$ cat src/rtl/bmem_line_adapter.sv
// Cache-line <-> 64-bit burst memory adapter: fill = one read command + BURST_LEN tagged beats, writeback = BURST_LEN beats.
// Latency: read 1 + mem latency + BURST_LEN + 1, write BURST_LEN + 1; bmem_ready=0 holds command/beat, line_busy blocks cache side.
module bmem_line_adapter #(
  parameter int BURST_LEN = 4,
  parameter int LINE_BITS = 256
) (
  input  logic                 clk,
  input  logic                 rst,
  input  logic [31:0]          line_addr,
  input  logic                 line_read,
  input  logic                 line_write,
  input  logic [LINE_BITS-1:0] line_wdata,
  output logic [LINE_BITS-1:0] line_rdata,
  output logic                 line_resp,
  output logic                 line_busy,
  output logic [31:0]          bmem_addr,
  output logic                 bmem_read,
  output logic                 bmem_write,
  output logic [63:0]          bmem_wdata,
  input  logic                 bmem_ready,
  input  logic [31:0]          bmem_raddr,
  input  logic [63:0]          bmem_rdata,
  input  logic                 bmem_rvalid
);

  localparam int CW = (BURST_LEN > 1) ? $clog2(BURST_LEN) : 1;
  localparam logic [CW-1:0] LAST_BEAT = CW'(BURST_LEN - 1);

  typedef enum logic [2:0] {IDLE, RD_REQ, RD_WAIT, WR_BURST, RESP} state_t;

  state_t                 state_q, state_d;
  logic [31:0]            addr_q, addr_d;
  logic [LINE_BITS-1:0]   wdata_q, wdata_d;
  logic [LINE_BITS-1:0]   rdata_q, rdata_d;
  logic [CW-1:0]          cnt_q, cnt_d;

  always_ff @(posedge clk) begin
    if (rst) begin
      state_q <= IDLE;
      addr_q  <= '0;
      wdata_q <= '0;
      rdata_q <= '0;
      cnt_q   <= '0;
    end else begin
      state_q <= state_d;
      addr_q  <= addr_d;
      wdata_q <= wdata_d;
      rdata_q <= rdata_d;
      cnt_q   <= cnt_d;
    end
  end

  always_comb begin
    state_d    = state_q;
    addr_d     = addr_q;
    wdata_d    = wdata_q;
    rdata_d    = rdata_q;
    cnt_d      = cnt_q;
    line_resp  = 1'b0;
    line_busy  = 1'b1;
    bmem_read  = 1'b0;
    bmem_write = 1'b0;
    bmem_addr  = '0;
    bmem_wdata = '0;

    case (state_q)
      IDLE: begin
        line_busy = 1'b0;
        // Writeback wins so a dirty victim is never lost behind its refill.
        if (line_write || line_read) begin
          addr_d  = line_addr & ~32'h1F;
          wdata_d = line_wdata;
          cnt_d   = '0;
          state_d = line_write ? WR_BURST : RD_REQ;
        end
      end
      RD_REQ: begin
        bmem_read = 1'b1;
        bmem_addr = addr_q;
        if (bmem_ready) state_d = RD_WAIT;
      end
      RD_WAIT: begin
        // Beats tagged with another address belong to an abandoned burst.
        if (bmem_rvalid && (bmem_raddr == addr_q)) begin
          rdata_d[cnt_q*64 +: 64] = bmem_rdata;
          if (cnt_q == LAST_BEAT) begin
            cnt_d   = '0;
            state_d = RESP;
          end else begin
            cnt_d = cnt_q + 1'b1;
          end
        end
      end
      WR_BURST: begin
        bmem_write = 1'b1;
        bmem_addr  = addr_q;
        bmem_wdata = wdata_q[cnt_q*64 +: 64];
        if (bmem_ready) begin
          if (cnt_q == LAST_BEAT) begin
            cnt_d   = '0;
            state_d = RESP;
          end else begin
            cnt_d = cnt_q + 1'b1;
          end
        end
      end
      RESP: begin
        line_resp = 1'b1;
        state_d   = IDLE;
      end
      default: state_d = IDLE;
    endcase
  end

  assign line_rdata = rdata_q;

endmodule

$ cat config.mk
export PLATFORM = sky130hd
export DESIGN_NAME = bmem_line_adapter
export DESIGN_NICKNAME = d
export VERILOG_FILES = /design/src/rtl/bmem_line_adapter.sv
export SDC_FILE = /design/constraint.sdc
export NUM_CORES = 1
export LEC_CHECK = 0
export BUFFER_PORTS_ARGS = -buffer_cell sky130_fd_sc_hd__buf_4
export CAP_MARGIN = 20
export CORE_AREA = 2 2 291 293
export DETAILED_ROUTE_END_ITERATION = 10
export DIE_AREA = 0 0 293 295
export PLACE_DENSITY_LB_ADDON = 0.15
export REMOVE_ABC_BUFFERS = 1
export SLEW_MARGIN = 40
export SYNTH_ARGS = -nofsm -noshare
export SYNTH_HDL_FRONTEND = slang
export SYNTH_SLANG_ARGS = --single-unit
$ cat constraint.sdc
create_clock -name clk -period 6.2 [get_ports clk]
set_clock_uncertainty 0.15 [all_clocks]
set_input_delay 1.24 -clock clk [delete_from_list [all_inputs] [get_ports clk]]
set_output_delay 1.24 -clock clk [all_outputs]
set_load 0.02 [all_outputs]
==> qor.txt <==
layout cells sized above 1 = 28.8%
outcome = finished, final reports clean
die width = 293 um
Final Hold Fails = 0
Final HPWL DP = 60300 um
relative slew slack = 42.2%
Yosys reg bits = 544
Reg2Reg Depth = 7
final hold slack = 299 ps
GRT busiest layer = met2
Vias = 21000
gr usage total = 20.1%
register area share after synthesis = 49.5%
die area = 86400 um^2
Final Max Slew Viols = 0
Hold/Removal Path Class = register to register
Post-synth EDFFs = 0
r2r startpoint = addr_q[12]
Min-Delay Startpoint = line_rdata[2]
first-pass GRT wire length = 134000 um
Routed WL = 91200 um
Commonest cells post-synth = 835 x nand2_1, 544 x dfxtp_1, 542 x a21oi_1
RSZ-0062 raised after global routing = false
grt ovf = 0
Worst Hold End = line_rdata[2]
CTS tree = yes
Mean Syn Cell Area = 8.20 um^2
Critical Path RT = 4810 ps
path type of the worst setup path = register to output port
Synth async-reset ratio = 0%
CTS clk-pin slew, worst paths = 60 ps
hold_buf cts = 0
Clk Latency, worst-skew pair = 580 ps
Post-Syn Area = 22000 um^2
Routed wire per std cell = 20.6 um
Detailed Route Iter0 Violations = 1266
Arrival @ worst endpoint = 2810 ps
Crit Path Max Fanout = 36
Power Total = 10.5 mW
IO Port Bufs = 735
setup total negative slack = 0 ps
Synth top area share = 49.5%
fmax = 0.238 GHz
NumNets Final = 3679
Clock Tree Buf Depth = 3
drc violations = 0
critical path launch point type = register
post-CTS sizing = 0
Boundary Pins = 746
PwrDens = 344 nW/um^2
vias in the first global route = 20600
worst vdd ir = 0.295 mV
sinks on the clock net = 544
synth top area cells = dfxtp_1 50%, nand2_1 14%, a21oi_1 12%, mux4_2 6.6%, nand3_1 5.8%
root buffer cell = clkbuf_16
R2R Path End = line_rdata[152]
Post-CTS Repair Setup Buffers = 0
met1 usage = 24.0%
max_cap viols = 0
post-synth cell types = 40
Setup Viol. Count Final = 0
DRT antenna net count = 0
die height = 295 um
yosys warns = 0
grt met2 use = 35.6%
post-DR vias/cell = 4.75
starting density of the core = 26.4%
initial antenna violation count = 6
minimum clock period = 4200 ps
top-count cell post-synth = nand2_1
R2R Setup Slk = 3190 ps
area leader, netlist = dfxtp_1
grt met3 use = 4.15%
gpl congestion = 0.806
filler cell count = 8843
P_leak = 12.4 nW
Pre-antenna DRT Iters = 5
Least-Margin Pin Slew = 867 ps
number of H-tree levels = 3
CTS buffer count = 67
Synth Instances = 2680
Final period util = 67.7%
Crit. End Element = output port
hold depth = 2
Site Rows = 106
Core Box Area = 83200 um^2
area grow syn2layout = 38.7%
Primary FF master, synth = dfxtp_1
largest net degree at the start of global routing = 152
## registers in the layout, summed over array words and instances (netlist names)
signal / count
wdata_q: 256
addr_q: 27
state_q: 3
cnt_q: 2
line_rdata: 256
## worst max path at each step
stage	startpoint	endpoint	slack, ps	cells past startpoint
after global routing	cnt_q[0]	bmem_wdata[0]	1790	5
final	cnt_q[0]	bmem_wdata[0]	2000	5
after floorplan	line_write	state_q[0]	-4840	3
after CTS	cnt_q[0]	bmem_wdata[0]	1860	5
after global placement	bmem_raddr[3]	line_rdata[131]	1670	8
after detailed placement	bmem_raddr[3]	line_rdata[179]	1680	8
## critical path: stages (launching register included)
cell     delay (ps)
dfxtp_4         620
buf_12          270
buf_12          310
mux4_2          580
and3_1          210
buf_4           160
## power by group
| part | switching, mW | internal, mW |
|---|---|---|
| clock network | 1.59 | 2.41 |
| registers | 0.241 | 3.91 |
| logic | 1.50 | 0.842 |
## metrics by stage
| stage | instance area (um^2) | utilization (%) | setup slack, ps | std cells |
|---|---|---|---|---|
| after detailed placement | 28200 | 33.9 | 1680 | 4294 |
| after CTS | 30500 | 36.6 | 1860 | 4410 |
| final | 30500 | 36.7 | 2000 | 4417 |
| after global routing | 30500 | 36.7 | 1790 | 4416 |
| after floorplan | 20800 | - | -4840 | 2441 |
| after global placement | 28100 | 33.8 | 1670 | 4290 |
## logic make-up (layout without fill, tap and decap cells)
group | count (synthesis) | after routing | synth area share [%]
adders and majority gates | 6 | 6 | 0.341
DFF | 544 | 544 | 49.5
AOI/OAI and AO/OA | 556 | 556 | 12.9
and+or+nand+nor | 1238 | 1238 | 24.3
muxes | 65 | 65 | 6.60
other | 1 | 12 | 0.0171
xor gates and xnor gates | 17 | 17 | 0.677
buffers and inverters | 253 | 899 | 5.71
## layout make-up
type	count	area, um^2	area share [%]
diodes	7	17.5	0.0574
flip-flops and latches	544	10900	35.7
inverters	10	37.5	0.123
multi-input cells	1887	9910	32.5
well taps	1080	1350	4.43
clock buffers	96	2030	6.66
clock inverters	20	224	0.734
repair buffers	773	6030	19.8
## cell usage in the layout, fill, tap and decap left out, types with 2 or more instances in the layout
cell,n
a2111o_1,3
a21oi_1,542
and3_1,89
and4_2,4
buf_12,11
buf_16,2
buf_4,749
buf_6,10
bufinv_16,3
clkbuf_1,10
clkbuf_16,72
clkbuf_8,14
clkinv_2,10
clkinv_8,3
clkinvlp_4,2
conb_1,5
dfxtp_1,540
dfxtp_2,2
dfxtp_4,2
diode_2,7
ha_1,6
inv_1,9
mux4_2,64
nand2_1,835
nand2b_1,8
nand3_1,256
nand4_1,8
nor2_1,10
nor2_4,2
nor2b_1,6
nor3_1,6
nor3b_2,4
nor4_1,5
o2111ai_1,2
xnor2_1,14
xor2_1,3
## layer usage
| metal | vias up | part of all wire, % |
|---|---|---|
| li1 | 10300 | - |
| met4 | 0 | 2.8 |
| met3 | 115 | 5.4 |
| met1 | 10000 | 40 |
| met5 | - | 0 |
| met2 | 532 | 51 |
Power figures use the tool's default switching activity.
